===== src/rtl/irq_pkg.sv =====
// irq_pkg: register map addresses and access FSM state encoding shared by irq_ctrl
package irq_pkg;
  localparam logic [1:0] A_STS  = 2'd0;
  localparam logic [1:0] A_MASK = 2'd1;
  localparam logic [1:0] A_RAW  = 2'd2;
  localparam logic [1:0] A_CFG  = 2'd3;
  typedef enum logic [2:0] {S_IDLE, S_WR, S_RD_STS, S_RD_REG, S_RSP} state_t;
endpackage


===== src/rtl/irq_ctrl_if.sv =====
// irq_ctrl_if: software register port (cs/wr/addr/wdata request, rdata/ack response)
interface irq_ctrl_if;
  logic        cs;
  logic        wr;
  logic [1:0]  addr;
  logic [31:0] wdata;
  logic [31:0] rdata;
  logic        ack;
  modport master (output cs, wr, addr, wdata, input rdata, ack);
  modport slave  (input cs, wr, addr, wdata, output rdata, ack);
endinterface


===== src/rtl/irq_holdoff.sv =====
// irq_holdoff: turns a pending level into irq after a programmable hold-off (clk, rst_n, pend, holdoff -> irq)
module irq_holdoff #(
  parameter int W = 16
) (
  input  logic         clk,
  input  logic         rst_n,
  input  logic         pend,
  input  logic [W-1:0] holdoff,
  output logic         irq
);
  logic         pend_q;
  logic [W-1:0] cnt, cnt_nxt;
  always_comb
    cnt_nxt = !pend ? '0 : !pend_q ? holdoff : (cnt == '0) ? '0 : cnt - 1'b1;
  // irq looks at the post-edge count so holdoff=N yields irq exactly N+1 cycles after pend rises
  always_ff @(posedge clk or negedge rst_n)
    if (!rst_n) begin
      pend_q <= 1'b0;
      cnt    <= '0;
      irq    <= 1'b0;
    end else begin
      pend_q <= pend;
      cnt    <= cnt_nxt;
      irq    <= pend && (cnt_nxt == '0);
    end
endmodule


===== src/rtl/irq_ctrl.sv =====
// irq_ctrl: masks REG_RC sticky status into a coalesced irq and serves a small register port (clk, rst_n, sts->ren, bus, irq)
module irq_ctrl
  import irq_pkg::*;
#(
  parameter int              HOLD_W   = 16,
  parameter logic [HOLD_W-1:0] HOLD_INI = '0
) (
  input  logic        clk,
  input  logic        rst_n,
  input  logic [31:0] sts,
  output logic        ren,
  irq_ctrl_if.slave   bus,
  output logic        irq
);
  state_t            st;
  logic [1:0]        a_q;
  logic [31:0]       wd_q;
  logic [31:0]       mask;
  logic [HOLD_W-1:0] cfg;
  // ren is raised together with the capture edge of rdata so REG_RC clears exactly what was read
  always_ff @(posedge clk or negedge rst_n)
    if (!rst_n) begin
      st        <= S_IDLE;
      a_q       <= '0;
      wd_q      <= '0;
      mask      <= '0;
      cfg       <= HOLD_INI;
      ren       <= 1'b0;
      bus.ack   <= 1'b0;
      bus.rdata <= '0;
    end else begin
      ren     <= 1'b0;
      bus.ack <= 1'b0;
      case (st)
        S_IDLE:
          if (bus.cs) begin
            a_q     <= bus.addr;
            wd_q    <= bus.wdata;
            bus.ack <= bus.wr;
            ren     <= !bus.wr && (bus.addr == A_STS);
            st      <= bus.wr ? S_WR : (bus.addr == A_STS) ? S_RD_STS : S_RD_REG;
          end
        S_WR: begin
          if (a_q == A_MASK) mask <= wd_q;
          if (a_q == A_CFG) cfg <= wd_q[HOLD_W-1:0];
          st <= S_IDLE;
        end
        S_RD_STS: begin
          bus.rdata <= sts;
          bus.ack   <= 1'b1;
          st        <= S_RSP;
        end
        S_RD_REG: begin
          bus.rdata <= (a_q == A_MASK) ? mask : (a_q == A_RAW) ? sts : 32'(cfg);
          bus.ack   <= 1'b1;
          st        <= S_RSP;
        end
        default: st <= S_IDLE;
      endcase
    end
  irq_holdoff #(.W(HOLD_W)) u_holdoff (
    .clk    (clk),
    .rst_n  (rst_n),
    .pend   (|(sts & mask)),
    .holdoff(cfg),
    .irq    (irq)
  );
endmodule


===== src/flat_wrapper.sv =====
// flat-port wrapper written by rule: the top's interface ports become plain ports
module irq_ctrl_flat import irq_pkg::*;
#(
  parameter int              HOLD_W   = 16,
  parameter logic [HOLD_W-1:0] HOLD_INI = '0
)
  (clk, rst_n, sts, ren, irq, bus_cs, bus_wr, bus_addr, bus_wdata, bus_rdata, bus_ack);
  irq_ctrl_if bus_i ();
  input  logic clk;
  input  logic rst_n;
  input  logic [31:0] sts;
  output logic ren;
  output logic irq;
  input wire logic [$bits(bus_i.cs)-1:0] bus_cs;
  input wire logic [$bits(bus_i.wr)-1:0] bus_wr;
  input wire logic [$bits(bus_i.addr)-1:0] bus_addr;
  input wire logic [$bits(bus_i.wdata)-1:0] bus_wdata;
  output wire logic [$bits(bus_i.rdata)-1:0] bus_rdata;
  output wire logic [$bits(bus_i.ack)-1:0] bus_ack;
  assign bus_i.cs = bus_cs;
  assign bus_i.wr = bus_wr;
  assign bus_i.addr = bus_addr;
  assign bus_i.wdata = bus_wdata;
  assign bus_rdata = bus_i.rdata;
  assign bus_ack = bus_i.ack;
  irq_ctrl #(.HOLD_W(HOLD_W), .HOLD_INI(HOLD_INI)) u_core (.clk(clk), .rst_n(rst_n), .sts(sts), .ren(ren), .bus(bus_i), .irq(irq));
endmodule

===== config.mk =====
export PLATFORM = sky130hd
export DESIGN_NAME = irq_ctrl_flat
export DESIGN_NICKNAME = d
export VERILOG_FILES = /design/src/rtl/irq_pkg.sv /design/src/rtl/irq_ctrl_if.sv /design/src/rtl/irq_holdoff.sv /design/src/rtl/irq_ctrl.sv /design/src/flat_wrapper.sv
export SDC_FILE = /design/constraint.sdc
export NUM_CORES = 1
export LEC_CHECK = 0
export CORE_AREA = 2 2 106 108
export CTS_CLUSTER_SIZE = 25
export DETAILED_ROUTE_END_ITERATION = 8
export DIE_AREA = 0 0 108 110
export DONT_BUFFER_PORTS = 1
export GPL_TIMING_DRIVEN = 0
export MAX_ROUTING_LAYER = met4
export PLACE_DENSITY = 0.76
export SETUP_SLACK_MARGIN = 0.4
export SLEW_MARGIN = 20
export SYNTH_ARGS = -nofsm -noshare
export SYNTH_HDL_FRONTEND = slang
export SYNTH_SLANG_ARGS = --single-unit

===== constraint.sdc =====
create_clock -name clk -period 2.03 [get_ports clk]
set_input_delay 0.609 -clock clk [delete_from_list [all_inputs] [get_ports clk]]
set_output_delay 0.609 -clock clk [all_outputs]
set_load 0.01 [all_outputs]

# Yosys cells after proc, flatten, opt, wreduce, memory -nomap -nowiden
# Cells that the tools add are included.
[word_totals]
register_bits = 137
in_bits = 70
out_inout_bits = 35
elab_cells = 47
[classes]
eq_ne = 7
reduce_logical = 13
add_sub_neg = 1
bitwise = 1
n_mux = 14
[op_table]
columns = ["op", "count"]
rows = [
  ["$mux W32", 2],
  ["$pmux W32 S2", 1],
  ["$mux W16", 3],
  ["$and A32 B32 Y32", 1],
  ["$logic_not A16 Y1", 2],
  ["$reduce_or A32 Y1", 1],
  ["$sub A16 B1 Y16 const B", 1],
  ["$eq A3 B2 Y1 const B", 2],
  ["$mux W3", 2],
  ["$pmux W3 S2", 1],
  ["$reduce_and A2 Y1", 3],
  ["$eq A2 B2 Y1 const B", 2],
  ["$mux W1", 4],
  ["$eq A3 B1 Y1 const B", 1],
  ["$logic_not A3 Y1", 1],
  ["$eq A2 B1 Y1 const B", 1],
  ["$logic_and A1 B1 Y1", 2],
  ["$logic_not A2 Y1", 1],
  ["$ne A2 B2 Y1 const B", 1],
  ["$pmux W1 S2", 1],
  ["$reduce_bool A2 Y1", 1],
  ["$reduce_or A2 Y1", 1],
  ["$logic_not A1 Y1", 1],
]

# Logic depth before layout (Yosys ltp)
# Gate-level depths: netlist (run 1).
[depth]
ltp_word = 6
mapped_depth = 9
mapped_depth_nobuf = 8

# By module
# Synthesis (run 1) repeated with hierarchy kept, for this count alone.
[unflattened]
cells_unflattened = 523
hier_area_um2 = 6611.3
[modules_own_cells]
columns = ["mod", "area_each_um2", "instances", "cells_per_inst"]
rows = [
  ["irq_ctrl", 5435.2, 1, 393],
  ["irq_holdoff", 1176.1, 1, 130],
]

# Worst setup path before layout (run 1)
# No wires, ideal clock.
[synth_path]
kind = "register to register"
startpoint = "register u_core.u_holdoff.cnt[4]"
endpoint = "register u_core.u_holdoff.irq"
path_stages_with_launch = 8
slack_ps = -53
arrival_ps = 1978
required_ps = 1925
setup_ps = 105
cell_sequence = "dfrtp_1 -> buf_6 -> or4_4 -> or4_4 -> xor2_1 -> a31o_1 -> a31oi_1 -> nor4b_1"
[synth_via]
elab_chain_len = 6
[synth_lines]
columns = ["element", "line_no", "rtl"]
rows = [
  ["start: declaration", "irq_holdoff.sv:12", "logic [W-1:0] cnt, cnt_nxt;"],
  ["start signal: assignment", "irq_holdoff.sv:23", "cnt <= cnt_nxt;"],
  ["$sub A16 B1 Y16 or $logic_not A16 Y1 (tied branches)", "irq_holdoff.sv:14", "cnt_nxt = !pend ? '0 : !pend_q ? holdoff : (cnt == '0) ? '0 : cnt - 1'b1;"],
  ["$mux W16 * (3 in series)", "irq_holdoff.sv:14", ""],
  ["$logic_not A16 Y1 *", "irq_holdoff.sv:24", "irq <= pend && (cnt_nxt == '0);"],
  ["$logic_and A1 B1 Y1 *", "irq_holdoff.sv:24", ""],
  ["end signal: assignment", "irq_holdoff.sv:24", ""],
  ["end: declaration", "irq_holdoff.sv:9", "output logic irq"],
]
# Every way passes the cells marked *; elsewhere a longest branch is shown, timed or not.
# A chain may end at the register's enable or synchronous reset.

# Worst setup path after layout (run 1)
# Same ends and word-level chain as after synthesis.

==> impl_metrics.xml, run 1 <==
<?xml version="1.0" encoding="UTF-8"?>
<metrics>
  <group name="status">
    <metric name="run_status" unit="">finished, violations left</metric>
    <metric name="failed_checks" unit="">negative hold slack, negative setup slack</metric>
  </group>
  <group name="pwr">
    <metric name="power.share.clock" unit="%">24.6</metric>
    <metric name="internal_power" unit="W">0.007572</metric>
    <metric name="max-vdd-ir-drop" unit="µV">1034</metric>
    <metric name="power_frac_seq" unit="%">43.5</metric>
    <metric name="sw_frac_of_total" unit="%">36.43</metric>
    <metric name="switching_pwr" unit="W">0.004338</metric>
    <metric name="powerDensity" unit="mW/mm²">1382</metric>
    <metric name="leakagePower" unit="nW">3.714</metric>
    <metric name="share_comb_of_total_power" unit="%">31.9</metric>
  </group>
  <group name="logic_synthesis">
    <metric name="synth.lib_cells_used.distinct" unit="">53</metric>
    <metric name="cell_count_after_synthesis" unit="">489</metric>
    <metric name="synth.yosys.seq_area_share" unit="%">57.13</metric>
    <metric name="ys_warn_count" unit="">0</metric>
    <metric name="synthesis.area" unit="mm²">0.006001</metric>
    <metric name="avg_cell_area_syn" unit="µm²">12.27</metric>
    <metric name="synth_edf_count" unit="">0</metric>
    <metric name="syn_nets" unit="">560</metric>
    <metric name="synth_async_sr_flop_share" unit="%">100.0</metric>
    <metric name="postSynth.topFlopCell" unit="">sky130_fd_sc_hd__dfrtp_1</metric>
    <metric name="yosys_register_bits" unit="">137</metric>
  </group>
  <group name="setup_path">
    <metric name="slowest_stage" unit="">sky130_fd_sc_hd__or4_4</metric>
    <metric name="worstPathCellList" unit="">buf_6 -&gt; or4_4 -&gt; or4_4 -&gt; xor2_4 -&gt; a31o_1 -&gt; a31oi_2 -&gt; nor4b_4</metric>
    <metric name="path_delay_family" unit="">simple AND/OR/NAND/NOR gates</metric>
    <metric name="critPathMostFrequentCell" unit="">sky130_fd_sc_hd__or4_4</metric>
    <metric name="timing.critical_path.to_type" unit="">flip-flop</metric>
    <metric name="slowest_delay" unit="ps">490</metric>
    <metric name="setup.worst_path.class" unit="">flip-flop to flip-flop</metric>
    <metric name="cp_required" unit="ps">2440</metric>
    <metric name="worstPathArrival" unit="ps">2680</metric>
    <metric name="crit_path_buffers_inverters" unit="">1</metric>
    <metric name="critPathMaxFanout" unit="">3</metric>
    <metric name="worst_setup_path_start_kind" unit="">flip-flop</metric>
  </group>
  <group name="hold_path">
    <metric name="hp-class" unit="">input port to async pin</metric>
  </group>
  <group name="detailed_routing">
    <metric name="drc" unit="">0</metric>
    <metric name="final_antenna_net_count" unit="">0</metric>
    <metric name="route.detailed.vias_per_inst" unit="">6.925</metric>
    <metric name="routed_wire_length_per_instance" unit="µm">30.37</metric>
    <metric name="drt-initial-drc-count" unit="">563</metric>
    <metric name="postRouteWirelength" unit="µm">22200</metric>
    <metric name="routed-via-count" unit="">5062</metric>
    <metric name="detail_route.first_pass.iterations" unit="">8</metric>
  </group>
  <group name="clock_tree">
    <metric name="cts-buffers-inserted" unit="">17</metric>
    <metric name="tritoncts" unit="">yes</metric>
    <metric name="clock_tree.root_cell" unit="">sky130_fd_sc_hd__clkbuf_8</metric>
    <metric name="worst_setup_hold_path_clk_slew" unit="ps">70</metric>
    <metric name="clock_sinks" unit="">137</metric>
    <metric name="cts_htree_levels" unit="">4</metric>
    <metric name="clock_latency" unit="ps">550</metric>
    <metric name="cts-root-to-sink-buffers" unit="">2</metric>
  </group>
  <group name="final_layout">
    <metric name="syn_to_final_growth" unit="%">43.66</metric>
    <metric name="finalCoreUtilization" unit="%">80.58</metric>
    <metric name="insertedDiodeCount" unit="">0</metric>
    <metric name="layout-drive-gt1-share" unit="%">50.59</metric>
    <metric name="final.fill_count" unit="">510</metric>
    <metric name="final_net_count" unit="">649</metric>
    <metric name="final_design_area_no_fill" unit="mm²">0.008621</metric>
  </group>
  <group name="sta">
    <metric name="sum_of_negative_setup_slack" unit="ps">-239.3</metric>
    <metric name="final-hold-violation-count" unit="">137</metric>
    <metric name="finalMaxSlewViolations" unit="">0</metric>
    <metric name="relSlewSlack" unit="%">62.40</metric>
    <metric name="fin_worst_hold_slack" unit="ps">-249.5</metric>
    <metric name="finalSetupViolCount" unit="">1</metric>
    <metric name="final_min_period_over_clock_period" unit="%">111.8</metric>
    <metric name="timing.final.crit_period" unit="ps">2269</metric>
    <metric name="fmax" unit="GHz">0.4407</metric>
    <metric name="worst-slew-pin-transition" unit="ps">564.0</metric>
    <metric name="final.setup.worst_slack" unit="ps">-239.3</metric>
    <metric name="timing.clock.skew" unit="ps">16.00</metric>
    <metric name="rsz0062_at_grt" unit="">yes</metric>
  </group>
  <group name="placement">
    <metric name="place_worst_setup_slack" unit="ps">-582.3</metric>
    <metric name="postPlaceCellArea" unit="mm²">0.006319</metric>
    <metric name="place.detailed.hpwl" unit="µm">10920</metric>
    <metric name="placement.io_buffers" unit="">0</metric>
    <metric name="finalWeightedCongestion" unit="">0.8874</metric>
  </group>
  <group name="global_routing">
    <metric name="grt_pass1_vias" unit="">4882</metric>
    <metric name="grt_pass1_wl" unit="µm">27460</metric>
    <metric name="grt_remaining_overflow" unit="">0</metric>
    <metric name="grt.total_usage" unit="%">32.43</metric>
    <metric name="number_of_antenna_violations_at_the_first_check_in_global_routing" unit="">0</metric>
    <metric name="grt_start_max_net_pins" unit="">138</metric>
  </group>
  <group name="floorplan">
    <metric name="initial_core_util" unit="%">56.09</metric>
    <metric name="rows" unit="">38</metric>
    <metric name="pin_count" unit="">105</metric>
    <metric name="die_h" unit="µm">110</metric>
    <metric name="die_w" unit="µm">108</metric>
    <metric name="core_region_area" unit="mm²">0.01070</metric>
    <metric name="die_area" unit="mm²">0.01188</metric>
  </group>
  <group name="job">
    <metric name="max_cap_violations" unit="">0</metric>
  </group>
</metrics>
==> cell usage in the layout, fill, tap and decap left out, types with 6 or more instances in the layout <==
cell type,count
sky130_fd_sc_hd__o22ai_2,7
sky130_fd_sc_hd__o22ai_4,6
sky130_fd_sc_hd__buf_12,8
sky130_fd_sc_hd__mux2_4,66
sky130_fd_sc_hd__mux2_2,6
sky130_fd_sc_hd__a21oi_1,8
sky130_fd_sc_hd__clkbuf_16,22
sky130_fd_sc_hd__nand4_1,7
sky130_fd_sc_hd__dfrtp_1,132
sky130_fd_sc_hd__buf_4,34
sky130_fd_sc_hd__buf_6,27
sky130_fd_sc_hd__mux2_1,10
sky130_fd_sc_hd__a221oi_2,10
sky130_fd_sc_hd__a22oi_2,11
sky130_fd_sc_hd__nand2_1,14
sky130_fd_sc_hd__o22ai_1,16
sky130_fd_sc_hd__a21oi_2,10
sky130_fd_sc_hd__nor2_1,48
sky130_fd_sc_hd__buf_8,9
==> power groups by stage <==
stage                     Clock (W)  Sequential, W  Combinational [W]
after global routing        0.00305        0.00524            0.00399
after CTS                   0.00285        0.00492            0.00309
after global placement            0        0.00485            0.00213
after detailed placement          0        0.00490            0.00223
final                       0.00293        0.00518            0.00380
after floorplan                   0        0.00453            0.00187
==> worst reg2reg max path, cell delays in order, from the launching register on <==
cell and delay, ps:
sky130_fd_sc_hd__dfrtp_1 370, sky130_fd_sc_hd__buf_6 120, sky130_fd_sc_hd__or4_4 490, sky130_fd_sc_hd__or4_4 470
sky130_fd_sc_hd__xor2_4 180, sky130_fd_sc_hd__a31o_1 230, sky130_fd_sc_hd__a31oi_2 220, sky130_fd_sc_hd__nor4b_4 70
==> final timing paths <==
path / from / endpoint / slack [ps] / cells past startpoint
min reg2reg: u_core.wd_q[28]$_DFFE_PN0P_ / u_core.wd_q[28]$_DFFE_PN0P_ / 530 / 1
max: u_core.u_holdoff.cnt[4]$_DFF_PN0_ / u_core.u_holdoff.irq$_DFF_PN0_ / -240 / 7
min: rst_n / u_core.mask[11]$_DFFE_PN0P_ / -250 / 0
max in group asynchronous: rst_n / u_core.a_q[1]$_DFFE_PN0P_ / 2020 / 0
min in group clk: bus_wr / u_core.ren$_DFF_PN0_ / 120 / 1
max reg2reg: u_core.u_holdoff.cnt[4]$_DFF_PN0_ / u_core.u_holdoff.irq$_DFF_PN0_ / -240 / 7
==> synthesized netlist by cell type, drive strengths merged (3+ instances only) <==
library cell / count / area share, %
dfrtp: 137 / 57
mux2: 82 / 15
nor2: 50 / 3.1
o22ai: 29 / 3.0
clkbuf: 19 / 1.4
a21oi: 18 / 1.5
a221oi: 16 / 2.3
a22oi: 16 / 2.0
nand2: 16 / 1.0
nor3: 10 / 0.92
buf: 9 / 1.1
nand4: 7 / 0.73
o21ai: 7 / 0.58
a211oi: 6 / 0.83
a31oi: 6 / 0.63
inv: 5 / 0.31
nand3: 5 / 0.42
nor2b: 5 / 0.52
xnor2: 5 / 0.73
nor4: 4 / 0.63
xor2: 4 / 0.58
mux2i: 3 / 0.50
nand2b: 3 / 0.31
nor4b: 3 / 0.44
or3: 3 / 0.40
or4: 3 / 0.50
==> state kept, by name, summed over array words and instances, names as in the netlist <==
signal and count:
u_core.a_q 2, u_core.bus.ack 1, u_core.bus.rdata 32, u_core.cfg 16, u_core.mask 32, u_core.ren 1, u_core.st 3, u_core.u_holdoff.cnt 16
u_core.u_holdoff.irq 1, u_core.u_holdoff.pend_q 1, u_core.wd_q 32
==> cells by family after synthesis <==
group,share of synthesized area [%]
adder cells (fa/ha/maj),0.2085
AO/OA/AOI/OAI,12.05
multiplexers,15.89
XOR/XNOR,1.314
flip-flops,57.13
buffers and inverters,2.794
AND/OR/NAND/NOR,10.61
==> area by class of cell <==
class                      instances  area, µm²  share of cell area, %
inverter                           5      23.77                 0.2758
clock buffer                      18      417.9                  4.848
sequential                       137       3435                  39.84
tap                              140      175.2                  2.032
timing repair buffer              70      795.8                  9.231
multi-input combinational        319       3278                  38.03
clock inverter                    14      123.9                  1.437
buffer                            28      371.6                  4.311
==> layer usage <==
metal / up-vias / routed length [µm] / GRT usage [%] / share of wire [%]
li1: 2021 / - / - / -
met1: 2584 / 7980 / 37.83 / 36
met2: 357 / 11050 / 52.88 / 50
met3: 100 / 2142 / 11.11 / 9.6
met4: 0 / 1023 / 11.45 / 4.6
met5: - / 0 / - / 0
==> per-stage QoR <==
| step | std cells | total power (W) |
|---|---|---|
| floorplan | 489 | 0.006407 |
| global placement | 629 | 0.006981 |
| detailed placement | 629 | 0.007129 |
| global route | 731 | 0.01228 |
| finish | 731 | 0.01191 |
| CTS | 709 | 0.01086 |
==> timing repair <==
item,4_1_cts,5_1_grt
pin swaps,25,26
gates cloned,5,4
hold endpoints to repair,137,137
setup buffers,43,18
setup endpoints to repair,117,126
resized for setup,138,112
Power figures use the tool's default switching activity.
==> run 2, diff against run 1 <==
--- a/config.mk
+++ b/config.mk
@@ -13,8 +13,10 @@
 export GPL_TIMING_DRIVEN = 0
 export MAX_ROUTING_LAYER = met4
 export PLACE_DENSITY = 0.76
+export RECOVER_POWER = 100
 export SETUP_SLACK_MARGIN = 0.4
 export SLEW_MARGIN = 20
 export SYNTH_ARGS = -nofsm -noshare
 export SYNTH_HDL_FRONTEND = slang
 export SYNTH_SLANG_ARGS = --single-unit
+export TNS_END_PERCENT = 100
==> run 2 against run 1 <==
Compared with the run above:
- the run still ends with negative hold slack, negative setup slack left
- worst setup slack worse by 76 ps
- critical path depth stayed put
- total power is 1.3% lower
- final area is 3.5% lower
- sequential share of layout area is 1.4 points higher
- clock power hardly changed
- core utilization is 2.8 points lower
- clock skew hardly changed
- routed wire length is 0.38% lower
- critical path type unchanged
- critical endpoint unchanged
- largest power group unchanged
- highest routed layer unchanged
==> impl_metrics.xml, run 2 (synthesis gave the netlist of run 1 again) <==
<?xml version="1.0" encoding="UTF-8"?>
<metrics>
  <group name="detailed_routing">
    <metric name="route.detailed.vias_per_inst" unit="">6.908</metric>
    <metric name="drc" unit="">0</metric>
    <metric name="routed_wire_length_per_instance" unit="µm">30.25</metric>
    <metric name="drt-initial-drc-count" unit="">577</metric>
    <metric name="routed-via-count" unit="">5050</metric>
    <metric name="detail_route.first_pass.iterations" unit="">5</metric>
    <metric name="final_antenna_net_count" unit="">0</metric>
    <metric name="postRouteWirelength" unit="µm">22120</metric>
  </group>
  <group name="final_layout">
    <metric name="insertedDiodeCount" unit="">0</metric>
    <metric name="top_regs" unit="">u_core.bus.rdata x32, u_core.mask x32, u_core.wd_q x32</metric>
    <metric name="layout.cells.most_common_list" unit="">133 x sky130_fd_sc_hd__dfrtp_1, 59 x sky130_fd_sc_hd__mux2_4, 48 x sky130_fd_sc_hd__nor2_1, 27 x sky130_fd_sc_hd__buf_4, 25 x sky130_fd_sc_hd__buf_6</metric>
    <metric name="final_net_count" unit="">649</metric>
    <metric name="layout.cells.most_common" unit="">sky130_fd_sc_hd__dfrtp_1</metric>
    <metric name="layout-drive-gt1-share" unit="%">46.02</metric>
    <metric name="syn_to_final_growth" unit="%">38.68</metric>
    <metric name="final.fill_count" unit="">575</metric>
  </group>
  <group name="setup_path">
    <metric name="worst_setup_path_start_kind" unit="">flip-flop</metric>
    <metric name="setup.worst_path.class" unit="">flip-flop to flip-flop</metric>
    <metric name="critPathMaxFanout" unit="">3</metric>
    <metric name="cp_required" unit="ps">2470</metric>
    <metric name="worstPathArrival" unit="ps">2780</metric>
    <metric name="timing.critical_path.to_type" unit="">flip-flop</metric>
  </group>
  <group name="sta">
    <metric name="fin_worst_hold_slack" unit="ps">-244.6</metric>
    <metric name="finalSetupViolCount" unit="">72</metric>
    <metric name="relSlewSlack" unit="%">54.66</metric>
    <metric name="fmax" unit="GHz">0.4263</metric>
    <metric name="rsz0062_at_grt" unit="">yes</metric>
    <metric name="worst-slew-pin-transition" unit="ps">680.2</metric>
    <metric name="final.setup.worst_slack" unit="ps">-315.7</metric>
    <metric name="timing.clock.skew" unit="ps">15.87</metric>
    <metric name="final-hold-violation-count" unit="">137</metric>
    <metric name="finalMaxSlewViolations" unit="">0</metric>
    <metric name="timing.final.crit_period" unit="ps">2346</metric>
    <metric name="final_min_period_over_clock_period" unit="%">115.6</metric>
  </group>
  <group name="hold_path">
    <metric name="hp-class" unit="">input port to async pin</metric>
  </group>
  <group name="pwr">
    <metric name="powerDensity" unit="mW/mm²">1413</metric>
    <metric name="leakagePower" unit="nW">3.586</metric>
    <metric name="max-vdd-ir-drop" unit="µV">1026</metric>
  </group>
  <group name="status">
    <metric name="run_status" unit="">finished, violations left</metric>
    <metric name="failed_checks" unit="">negative hold slack, negative setup slack</metric>
  </group>
  <group name="floorplan">
    <metric name="die_w" unit="µm">108</metric>
    <metric name="rows" unit="">38</metric>
    <metric name="initial_core_util" unit="%">56.09</metric>
    <metric name="pin_count" unit="">105</metric>
    <metric name="core_region_area" unit="mm²">0.01070</metric>
    <metric name="die_h" unit="µm">110</metric>
    <metric name="die_area" unit="mm²">0.01188</metric>
  </group>
  <group name="placement">
    <metric name="finalWeightedCongestion" unit="">0.8874</metric>
    <metric name="place.detailed.hpwl" unit="µm">10920</metric>
    <metric name="placement.io_buffers" unit="">0</metric>
    <metric name="place_worst_setup_slack" unit="ps">-582.3</metric>
  </group>
  <group name="global_routing">
    <metric name="grt_start_max_net_pins" unit="">138</metric>
    <metric name="grt_remaining_overflow" unit="">0</metric>
    <metric name="grt_pass1_wl" unit="µm">27460</metric>
    <metric name="grt.total_usage" unit="%">32.43</metric>
    <metric name="number_of_antenna_violations_at_the_first_check_in_global_routing" unit="">0</metric>
    <metric name="grt_pass1_vias" unit="">4882</metric>
  </group>
  <group name="clock_tree">
    <metric name="worst_setup_hold_path_clk_slew" unit="ps">70</metric>
    <metric name="cts-root-to-sink-buffers" unit="">2</metric>
    <metric name="clock_latency" unit="ps">550</metric>
    <metric name="cts-buffers-inserted" unit="">17</metric>
    <metric name="cts_htree_levels" unit="">4</metric>
    <metric name="tritoncts" unit="">yes</metric>
    <metric name="clock_tree.root_cell" unit="">sky130_fd_sc_hd__clkbuf_8</metric>
    <metric name="clock_sinks" unit="">137</metric>
  </group>
  <group name="job">
    <metric name="max_cap_violations" unit="">0</metric>
  </group>
</metrics>
==> run 2: final cells by class <==
cell class	instances	area [µm²]	share of cell area (%)
repair buffers	70	730.7	8.781
flip-flops and latches	137	3433	41.26
multi-input cells	319	3137	37.69
plain buffers	28	281.5	3.383
clock buffers	18	417.9	5.022
well taps	140	175.2	2.105
inverters	5	22.52	0.2706
clock inverters	14	123.9	1.489
==> run 2: worst paths after layout <==
kind | startpoint | to | slack [ps] | depth (start not counted)
worst max-delay path | u_core.mask[25]$_DFFE_PN0P_ | u_core.u_holdoff.irq$_DFF_PN0_ | -320 | 7
max in group asynchronous | rst_n | u_core.a_q[1]$_DFFE_PN0P_ | 2010 | 0
worst min-delay path | rst_n | u_core.cfg[11]$_DFFE_PN0P_ | -240 | 0
worst min register to register | u_core.wd_q[28]$_DFFE_PN0P_ | u_core.wd_q[28]$_DFFE_PN0P_ | 530 | 1
min in group clk | bus_wr | u_core.ren$_DFF_PN0_ | 130 | 1
worst max register to register | u_core.mask[25]$_DFFE_PN0P_ | u_core.u_holdoff.irq$_DFF_PN0_ | -320 | 7
==> run 2: repair_timing <==
item,CTS,global route
endpoints found under the hold margin,137,137
gates cloned,5,4
setup buffers,43,18
resized for setup,138,112
pin swaps,25,26
setup endpoints to repair,117,126
==> run 2: report_power, final <==
group | switching, W | total [W] | internal (W)
clock network | 0.00131 | 0.00294 | 0.00163
registers | 0.00138 | 0.00516 | 0.00377
logic | 0.00159 | 0.00367 | 0.00207
total | 0.00428 | 0.0118 | 0.00748
==> run 2: critical path, stage by stage, from the launching register on <==
cell	delay, ps
sky130_fd_sc_hd__dfrtp_1	450
sky130_fd_sc_hd__a22oi_2	290
sky130_fd_sc_hd__nand4_1	160
sky130_fd_sc_hd__nor4_2	540
sky130_fd_sc_hd__o21bai_2	280
sky130_fd_sc_hd__buf_12	150
sky130_fd_sc_hd__a211oi_2	50
sky130_fd_sc_hd__nor4b_4	310
==> run 2: layer usage <==
metal / share of wire (%) / GRT usage (%) / vias up
met2: 49 / 52.88 / 355
li1: - / - / 2013
met5: 0 / - / -
met4: 4.8 / 11.45 / 0
met1: 36 / 37.83 / 2569
met3: 10 / 11.11 / 113
==> run 2: metrics by stage <==
| stage | instances | power, W | area, µm² | TNS, ps | util, % |
|---|---|---|---|---|---|
| floorplan | 489 | 0.006407 | 6143 | -52.95 | - |
| global placement | 629 | 0.006981 | 6319 | -1548 | 59.06 |
| detailed placement | 629 | 0.007129 | 6319 | -2840 | 59.06 |
| CTS | 709 | 0.01086 | 7934 | -202.8 | 74.16 |
| global route | 731 | 0.01212 | 8322 | -10500 | 77.79 |
| finish | 731 | 0.01176 | 8322 | -8212 | 77.79 |
==> run 3, diff against run 2 <==
--- a/config.mk
+++ b/config.mk
@@ -5,6 +5,7 @@
 export SDC_FILE = /design/constraint.sdc
 export NUM_CORES = 1
 export LEC_CHECK = 0
+export CAP_MARGIN = 20
 export CORE_AREA = 2 2 106 108
 export CTS_CLUSTER_SIZE = 25
 export DETAILED_ROUTE_END_ITERATION = 8
==> results of run 3 <==
No change in the layout: final DEF, timing and power equal those of run 2.
==> patch, RTL diff (config.mk and constraints of run 3) <==
Register the output `irq`, with the module's reset; this adds one clock of latency there. The other outputs are not delayed to match. Comments in the files are not updated.
--- a/src/rtl/irq_ctrl.sv
+++ b/src/rtl/irq_ctrl.sv
@@ -14,2 +14,4 @@
 );
+
+  logic irq_d;
   state_t            st;
@@ -65,4 +67,12 @@
     .holdoff(cfg),
-    .irq    (irq)
+    .irq    (irq_d)
   );
+  always_ff @(posedge clk or negedge rst_n) begin
+      if (!rst_n) begin
+          irq <= '0;
+      end else begin
+          irq <= irq_d;
+      end
+  end
+
 endmodule
Function: changed (Yosys sat finds a counterexample within 4 cycles, from zero or initial values and one cycle with rst_n low).
==> patch against run 3 <==
- total power rose by 2.8%
- synthesized area increased by 0.42%
- wire length increased by 3.1%
- global-route usage is 2.5 points higher
- largest power group unchanged
- the flow still finishes with violations (hold timing, setup timing)
- sequential cell count is 1 higher
- design area up 0.30%
- non-clock buffer count fell by 14
- worst setup slack got worse by 80 ps
==> patch: results (changes against run 3) <==
Synth
The synthesized-area fraction occupied by xor and xnor cells is 1.31% (about the same). Synth top area cells: dfrtp_1, mux2_2, mux2_1, nor2_1, o22ai_1 (unchanged). The cell count after synthesis is 490 (was 489).

The net count of the mapped netlist is 561 (was 560). The complex-gate fraction of the synthesized area is 12.0% (was 12.1%). The synthesized-area fraction occupied by adder cells was 0.208% (was 0.209%).

The mux cell area share after synthesis is 15.8% (was 15.9%). The post-synthesis sequential area ratio was 57.3% (was 57.1%).

Power
The clock distribution power is 3.37 mW (was 2.94 mW). The total power is 12.1 mW (was 11.8 mW). The worst vdd rail ir drop is 0.995 mV (was 1.03 mV). The design internal power came to 7.80 mW (was 7.48 mW).

Drt
The detailed-routing wirelength on met1 came to 7.89 mm (was 7.91 mm). The final wirelength was 22.8 mm (was 22.1 mm). The detail-routed net length per standard cell is 31.8 um (was 30.3 um).

The total length of routed met2 wires came to 10.7 mm (was 10.9 mm). The initial DRC count was 543 (was 577). The number of vias per cell after detailed routing was 7.22 (was 6.91). The met3 layer wire length in the routed design is 2.21 mm (was 2.23 mm).

Placed design
The post-detailed-placement cell area is 6340 um^2 (was 6320 um^2). The count of placed standard cells including taps was 630 (was 629). The post-DP HPWL came to 10.7 mm (was 10.9 mm). The global placer's final weighted congestion is 0.905 (was 0.887).

Finish
The buffering overhead is 9.58% (was 12.2%). The number of clock-tree buffers in the layout is 19 (was 18). The non-clock buffer total of the final layout is 84 (was 98). The share of post-route cells with drive strength above 1 is 45.8% (was 46.0%).

The multi-input gate share of total cell area is 39.1% (was 37.7%). The register area is 3460 um^2 (was 3430 um^2). The clock buffer and inverter area fraction after layout is 7.45% (was 6.51%). The final standard cell utilization of the core came to 78.0% (was 77.8%). The number of nets at the end of the flow is 636 (was 649). The fill cell total of the finished layout is 528 (was 575).

STA
The transition time at the pin with the least slew margin is 718 ps (was 680 ps). The count of endpoints failing hold in the final timing report is 138 (was 137). The worst hold slack across all endpoints is -250 ps (was -245 ps). The worst clock skew on the final layout is 11.9 ps (was 15.9 ps). The total of endpoints with negative setup slack in the final report is 89 (was 72). The post-layout worst setup margin is -396 ps (was -316 ps).

The total negative slack for setup checks is -6750 ps (was -8210 ps).

Global route
The global-route wire length before repair is 29.2 mm (was 27.5 mm). The number of global-route vias before repair came to 5071 (was 4882). The total track usage is 34.9% (was 32.4%). The largest net degree at the start of global routing is 139 (was 138).

CTS
The TritonCTS sink count was 138 (was 137).

Worst setup path
The largest fanout on the critical path is 8 (was 3). The startpoint of the most critical setup path is u_core.u_holdoff.cnt[4] (was u_core.mask[25]). The arrival time reported for the critical path endpoint is 2870 ps (was 2780 ps). The delay contributed by the slowest stage of the critical path came to 500 ps (was 540 ps).

Run status
Violations in the final reports: hold timing, setup timing (unchanged). Status: finished, violations left (unchanged).
[patch: repair_timing]
action / 4_1_cts / 5_1_grt
gates resized for setup: 141 / 112
pin swaps: 40 / 33
endpoints found under the setup margin: 117 / 122
setup buffers: 32 / 17
hold endpoints to repair: 138 / 138
cloned: 6 / 2
[patch: worst paths after layout]
path,to,slack [ps],cells past startpoint
setup / recovery,u_core.u_holdoff.irq,-400,7
setup reg to reg,u_core.u_holdoff.irq,-400,7
hold reg to reg,u_core.irq,350,0
min in group clk,u_core.st[1],100,1
max in group asynchronous,u_core.u_holdoff.cnt[5],2100,0
hold / removal,u_core.mask[10],-250,0
[patch: cell families after synthesis]
logic type / count (synthesis)
XOR/XNOR: 9
AO/OA/AOI/OAI: 105
flip-flops: 138
AND/OR/NAND/NOR: 119
multiplexers: 85
buffers and inverters: 33
adder cells (fa/ha/maj): 1
[patch: per-layer routing]
metal	vias to the layer above	track usage, %
met5	-	-
met4	0	19.9
met3	182	12.0
met2	454	53.6
met1	2563	40.3
li1	1983	-
